===== src/rtl/router_pkg.sv =====
// Shared constants and the steering one-hot helper for the packet router sync block.
package router_pkg;

    localparam int unsigned ROUTER_NUM_CH_MAX  = 8;
    localparam int unsigned ROUTER_TIMEOUT_DEF = 30;

    // One-hot of addr over n channels; all zero when addr is not a valid channel.
    function automatic logic [ROUTER_NUM_CH_MAX-1:0] onehot(
        input logic [$clog2(ROUTER_NUM_CH_MAX)-1:0] addr,
        input int unsigned                          n
    );
        onehot = '0;
        if (32'(addr) < n) begin
            onehot[addr] = 1'b1;
        end
    endfunction

endpackage


===== src/rtl/router_sync_wdog.sv =====
// Single-channel stall watchdog: pulses soft_reset for one cycle after TIMEOUT
// consecutive cycles of valid-but-unread data.
module router_sync_wdog #(
    parameter int unsigned TIMEOUT = 30,
    parameter int unsigned CNT_W   = $clog2(TIMEOUT)
) (
    input  logic clk,
    input  logic rst,
    input  logic vld,
    input  logic rd_en,
    output logic soft_reset
);

    logic             stall;
    logic [CNT_W-1:0] cnt_q, cnt_d;
    logic             pulse_d;

    assign stall = vld & ~rd_en;

    always_comb begin
        cnt_d   = cnt_q;
        pulse_d = 1'b0;
        if (!stall) begin
            cnt_d = '0;
        end else if (cnt_q == CNT_W'(TIMEOUT - 1)) begin
            pulse_d = 1'b1;
            cnt_d   = '0;
        end else begin
            cnt_d = cnt_q + 1'b1;
        end
    end

    always_ff @(posedge clk or posedge rst) begin
        if (rst) begin
            cnt_q      <= '0;
            soft_reset <= 1'b0;
        end else begin
            cnt_q      <= cnt_d;
            soft_reset <= pulse_d;
        end
    end

endmodule


===== src/rtl/router_sync_ctrl.sv =====
// Router write-steering mux, address latch and per-channel stall watchdogs.
// Optional addr_err flag is built when ROUTER_SYNC_ADDR_ERR_EN is defined.
module router_sync_ctrl
    import router_pkg::*;
#(
    parameter int unsigned NUM_CH  = 3,
    parameter int unsigned ADDR_W  = (NUM_CH > 2) ? $clog2(NUM_CH) : 1,
    parameter int unsigned TIMEOUT = ROUTER_TIMEOUT_DEF
) (
    input  logic              clk,
    input  logic              rst,
    input  logic [ADDR_W-1:0] din,
    input  logic              detect_addr,
    input  logic              wr_en_reg,
    input  logic [NUM_CH-1:0] full,
    input  logic [NUM_CH-1:0] empty,
    input  logic [NUM_CH-1:0] rd_en,
    output logic [NUM_CH-1:0] wr_en,
    output logic              fifo_full,
    output logic [NUM_CH-1:0] vld_out,
    output logic [NUM_CH-1:0] soft_reset
`ifdef ROUTER_SYNC_ADDR_ERR_EN
    ,
    output logic              addr_err
`endif
);

    localparam int unsigned CNT_W = $clog2(TIMEOUT);
    localparam int unsigned SEL_W = $clog2(ROUTER_NUM_CH_MAX);

    logic [ADDR_W-1:0]            dest_q;
    logic [ROUTER_NUM_CH_MAX-1:0] dest_oh;
    logic [ROUTER_NUM_CH_MAX-1:0] full_ext;

    always_ff @(posedge clk or posedge rst) begin
        if (rst) begin
            dest_q <= '0;
        end else if (detect_addr) begin
            dest_q <= din;
        end
    end

    // Invalid destinations decode to all-zero, which drops the packet and masks full.
    always_comb begin
        dest_oh   = onehot(SEL_W'(dest_q), NUM_CH);
        full_ext  = ROUTER_NUM_CH_MAX'(full);
        fifo_full = |(dest_oh & full_ext);
        wr_en     = NUM_CH'(dest_oh) & {NUM_CH{wr_en_reg}};
    end

    assign vld_out = ~empty;

    for (genvar i = 0; i < NUM_CH; i++) begin : g_wdog
        router_sync_wdog #(
            .TIMEOUT (TIMEOUT),
            .CNT_W   (CNT_W)
        ) u_wdog (
            .clk        (clk),
            .rst        (rst),
            .vld        (vld_out[i]),
            .rd_en      (rd_en[i]),
            .soft_reset (soft_reset[i])
        );
    end

`ifdef ROUTER_SYNC_ADDR_ERR_EN
    always_ff @(posedge clk or posedge rst) begin
        if (rst) begin
            addr_err <= 1'b0;
        end else if (detect_addr) begin
            addr_err <= !(32'(din) < NUM_CH);
        end
    end
`else
    // Without the flag, invalid addresses are dropped silently by the steering mux.
`endif

endmodule


===== config.mk =====
export PLATFORM = sky130hd
export DESIGN_NAME = router_sync_ctrl
export DESIGN_NICKNAME = d
export VERILOG_FILES = /design/src/rtl/router_pkg.sv /design/src/rtl/router_sync_wdog.sv /design/src/rtl/router_sync_ctrl.sv
export SDC_FILE = /design/constraint.sdc
export NUM_CORES = 1
export LEC_CHECK = 0
export BUFFER_PORTS_ARGS = -buffer_cell sky130_fd_sc_hd__buf_2
export CAP_MARGIN = 0
export CORE_ASPECT_RATIO = 0.9
export CORE_MARGIN = 2
export CORE_UTILIZATION = 54
export DETAILED_ROUTE_END_ITERATION = 7
export PLACE_DENSITY = 0.91
export SYNTH_ARGS = -nofsm -noshare
export SYNTH_HDL_FRONTEND = slang
export SYNTH_SLANG_ARGS = --single-unit

===== constraint.sdc =====
create_clock -name clk -period 3.8 [get_ports clk]
set_clock_uncertainty 0.2 [all_clocks]
set_input_delay 0.19 -clock clk [delete_from_list [all_inputs] [get_ports clk]]
set_output_delay 0.19 -clock clk [all_outputs]
set_load 0.01 [all_outputs]

After elaboration in Yosys (flattened, before gate mapping)
Cells that the tools add are included.

Register bits: 20. Input bits: 15. Output and inout bits: 10. Word-level logic and storage cells: 42.

$add $sub $neg: 3. $lt $le $gt $ge: 3. Equality and inequality tests: 3. Mux-type cells: 15. Bitwise operators: 9. Reductions and logical operators: 2.

Operators with widths (count): $mux W5 (6); $add A5 B1 Y5 const B (3); $eq A5 B5 Y1 const B (3); $and A8 B3 Y8 (1); $reduce_or A8 Y1 (1); $mux W1 (7); $lt A2 B4 Y1 const B (1); $mux W4 (1); $and A1 B1 Y1 (3); $and A3 B3 Y3 (1); $not A1 Y1 (3); $not A3 Y3 (1); $demux W1 S2 (1); $ge A2 B1 Y1 const B (1); $lt A2 B2 Y1 const B (1); $logic_and A1 B1 Y1 (1).

Logic depth before layout (Yosys ltp)
Depth after elaboration: 7. Depth in mapped cells: 5. Gate-level depth less buffers: 5.

Hierarchy
Synthesis repeated with hierarchy kept, for this count alone.

Cell total of the unflattened synthesis: 84. Area, all modules: 910.9 um2.

Modules (own cells, without submodules): router_sync_wdog (times used 3, cells an instance 23, area each 259.0 um2, seq. area each 150.1 um2); router_sync_ctrl (times used 1, cells an instance 15, area each 133.9 um2, seq. area each 50.0 um2).

Least setup slack after synthesis
Ideal clock, no wire load.

Path kind: register to register. Start point: register g_wdog[0].u_wdog.cnt_q[0]. End point: register g_wdog[0].u_wdog.cnt_q[4]. Library setup time: 0.121 ns. Arrival time: 0.879 ns. Required time: 3.479 ns. Setup slack: 2.600 ns. Stages on the path, launching flop included: 5. Buffers on the path: 0. Clock period less this slack: 1.200 ns. Cells stage by stage: dfrtp_1 > ha_1 > nand3_1 > xor2_1 > nor2_1.

Longest elaborated chain between the ends: 3. Elaborated cells on any way between the ends: 4. Classes of those cells: add/sub: 1; eq/ne: 1; mux: 2.

Ends and longest elaborated chain: start, declared (line router_sync_wdog.sv:15) `logic [CNT_W-1:0] cnt_q, cnt_d;`; start signal, assigned (line router_sync_wdog.sv:38) `cnt_q <= cnt_d;`; $add A5 B1 Y5 or $eq A5 B5 Y1 (tied branches) (line router_sync_wdog.sv:29, router_sync_wdog.sv:25); $mux W5 * (line router_sync_wdog.sv:25) `end else if (cnt_q == CNT_W'(TIMEOUT - 1)) begin`; $mux W5 * (line router_sync_wdog.sv:23) `if (!stall) begin`; named net g_wdog[0].u_wdog.cnt_d[4] (line router_sync_wdog.sv:15).

Mark *: on every way through the listed nets, which the timed path passes. The rest lies on a longest branch. A chain may end at the register's enable or synchronous reset.

Worst setup path after layout
Start point: register g_wdog[1].u_wdog.cnt_q[1]. End point: register g_wdog[1].u_wdog.soft_reset.

Longest elaborated chain between the ends: 3.

Ends and longest elaborated chain: start, declared (line router_sync_wdog.sv:15); start signal, assigned (line router_sync_wdog.sv:38); $eq A5 B5 Y1 (line router_sync_wdog.sv:25); $mux W1 (line router_sync_wdog.sv:25); $mux W1 (line router_sync_wdog.sv:23); named net g_wdog[1].u_wdog.pulse_d (line router_sync_wdog.sv:16) `logic pulse_d;`; end signal, assigned (line router_sync_wdog.sv:39) `soft_reset <= pulse_d;`; end, declared (line router_sync_wdog.sv:11) `output logic soft_reset`.

The timed path passes the listed nets, and every way through them passes these cells.

==> run_results.csv <==
group,metric,value,unit
status,run_status,"finished, final reports clean",
setup_path,cp_max_fo,3,
route,viasPerCell,4.85,
setup_path,reg2reg_from,"g_wdog[1].u_wdog.cnt_q[1]",
cts,cts.sinks,20,
timing,drv_slew,0,
cts,worstSkewPairLatency,0.30,ns
cts,cts_buffer_depth,2,
synthesis,syn_inst,89,
cells_and_area,n_antenna_cell,0,
timing,worst_slew_pin_slew,0.717,ns
grt,antenna_found_initial,0,
timing,hold_viol_final,0,
timing,relSlewSlack,0.522,
cts,htree_levels,1,
route,drc,0,
route,drt-total-wl,1630,um
min_path,min_from,"empty[2]",
floorplanning,rows,14,
synthesis,syn_area,938,um^2
min_path,hold_path_depth,4,
cts,cts_buffers,3,
setup_path,critPathKind,"register to register",
setup_path,arrival,1.74,ns
power_and_ir_drop,powerDensity,328,nW/um^2
route,drt_iter0_drc,6,
grt,grt_start_max_net_pins,21,
grt,grt_pass1_vias,679,
placement,dp.final_hpwl,1120,um
route,vias,708,
cts,cts_tree,"done",
cells_and_area,syn2layout_area_growth,26.8,%
timing,period_share,0.446,
route,ant_nets,0,
placement,gp_congestion,0.725,
timing,finalSetupViolCount,0,
route,drt_first_pass_iters,4,
setup_path,reg2regPathDepth,5,
timing,rsz0062_at_grt,"no",
route,wl_per_cell,11.2,um
synthesis,synth-seq-cells,20,
grt,grt_pass1_wl,2800,um
floorplanning,die_height,43.5,um
floorplanning,start_util,0.570,
setup_path,critical_path_required,3.84,ns
setup_path,rr_endpoint,"g_wdog[1].u_wdog.soft_reset",
grt,grt_usage,0.196,
cts,cts_root_buffer,"clkbuf_4",
timing,fin_setup_tns,0,ns
synthesis,ys.flop_type,"dfrtp_1",
floorplanning,dieArea,2090,um^2
timing,max_freq,590,MHz
power_and_ir_drop,ir_drop,0.246,mV
synthesis,yosysSeqAreaShare,0.533,
synthesis,synth.avg_cell_area,10.5,um^2
timing,fin_crit,1.70,ns
power_and_ir_drop,power_leakage,0.620,nW
min_path,whs_endpoint,"g_wdog[2].u_wdog.cnt_q[1]",
floorplanning,die-width,47.9,um
job,maxCapViolCount,0,
setup_path,critPathCaptureType,"register",
placement,dp_cells,131,
cells_and_area,drive_gt1_frac,0.246,
grt,gr-total-overflow,0,
setup_path,start_kind,"register",
cts,cts-resized-gates,0,
placement,port_buffers,24,
min_path,hold_class,"input pin to register",
synthesis,synthArstFlopShare,1.00,
synthesis,ys_warn_count,0,
floorplanning,io_pins,25,
cts,clk_pin_slew,0.11,ns
cells_and_area,layout.cells.non_filler,146,
synthesis,yosys.cell_types.count,17,
synthesis,synth-edff-count,0,
floorplanning,core-area,1650,um^2
cells_and_area,nets,144,
setup_path,reg2reg_slack,2.10,ns
synthesis,syn_nets,110,
## worst max-delay path, stage by stage (launching register included)
cell and delay [ns]:
dfrtp_1 0.41, inv_1 0.06, ha_1 0.13, nand4_1 0.11
nor3_1 0.14, dlygate4sd3_1 0.58
## synthesized netlist by cell type (2+ instances only)
master	n	area, um^2
dfrtp_1	20	500
and3b_1	2	17.5
nand3_1	6	30.0
xnor2_1	3	26.3
nor3_1	3	15.0
mux2_2	2	22.5
nand2_1	3	11.3
buf_4	6	45.0
nand4_1	3	18.8
inv_1	7	26.3
nor2_1	18	67.6
ha_1	6	75.1
xor2_1	6	52.6
## routing by layer
layer	GRT usage	up-vias	wire length (um)	share of wire
met3	0.0958	4	88	0.054
met5	0	-	0	0
met2	0.304	20	796	0.49
met1	0.233	332	696	0.43
met4	0.0757	0	51	0.031
li1	-	352	-	-
## where the power goes
group	total, mW	leakage [nW]	switching (mW)	internal, mW
clock	0.123	0.0210	0.0642	0.0585
sequential	0.224	0.272	0.00592	0.218
combinational	0.0439	0.327	0.0202	0.0236
## state kept, by name, indices dropped and copies added (netlist names)
register / count
dest_q: 2
g_wdog.u_wdog.soft_reset: 3
g_wdog.u_wdog.cnt_q: 15
## layout by cell type (no fill, tap or decap)
cell / Yosys / layout
ha_1: 6 / 6
nand3_1: 6 / 6
mux2_2: 2 / 2
and3b_1: 2 / 2
o21ai_1: 1 / 1
clkbuf_8: 0 / 1
nand3b_1: 1 / 1
xnor2_1: 3 / 3
nor3_1: 3 / 3
nor2_1: 18 / 18
buf_2: 0 / 24
mux2i_1: 1 / 1
inv_1: 7 / 7
dlygate4sd3_1: 0 / 11
nand2_1: 3 / 3
nor3b_1: 1 / 1
clkbuf_4: 0 / 3
xor2_1: 6 / 6
dfrtp_1: 20 / 20
nand4_1: 3 / 3
## per-stage QoR
step / setup WS (ns) / hold slack (ns) / area, um^2 / util / total power [mW]
final: 2.10 / 0.0529 / 1190 / 0.723 / 0.390
after global routing: 2.00 / 0.0661 / 1190 / 0.723 / 0.411
after CTS: 2.10 / 0.0393 / 1190 / 0.723 / 0.394
after detailed placement: 2.52 / 0.142 / 1040 / 0.634 / 0.264
after global placement: 2.57 / 0.140 / 1040 / 0.634 / 0.262
after floorplan: 2.60 / -0.0462 / 938 / - / 0.249
## area by class of cell
cell class	instances	area [um^2]
sequential	20	500
multi-input combinational	56	367
timing repair buffer	35	230
inverter	7	26.3
clock buffer	4	36.3
tap	24	30.0
fill	122	457
## cell families after synthesis
family,share of synthesized area
flops,0.533
compound gates,0.00533
buf+inv,0.0760
mux,0.0347
xor+xnor,0.0840
simple gates,0.187
fa+ha+maj,0.0800
## repair_timing
action | 4_1_cts | 5_1_grt
setup endpoints to repair | 0 | 0
setup buffers | 0 | 0
endpoints found under the hold margin | 25 | 0
hold buffers | 11 | 0
## worst max path at each step
stage / startpoint / cells past startpoint / end / slack, ns
final: g_wdog[1].u_wdog.cnt_q[1] / 5 / g_wdog[1].u_wdog.soft_reset / 2.10
after global routing: g_wdog[1].u_wdog.cnt_q[1] / 5 / g_wdog[1].u_wdog.soft_reset / 2.00
after CTS: g_wdog[1].u_wdog.cnt_q[1] / 5 / g_wdog[1].u_wdog.soft_reset / 2.10
after detailed placement: g_wdog[1].u_wdog.cnt_q[0] / 4 / g_wdog[1].u_wdog.cnt_q[3] / 2.52
after global placement: g_wdog[0].u_wdog.cnt_q[0] / 4 / g_wdog[0].u_wdog.cnt_q[4] / 2.57
after floorplan: g_wdog[0].u_wdog.cnt_q[0] / 4 / g_wdog[0].u_wdog.cnt_q[4] / 2.60
No activity file was read; power rests on OpenSTA's default activity.
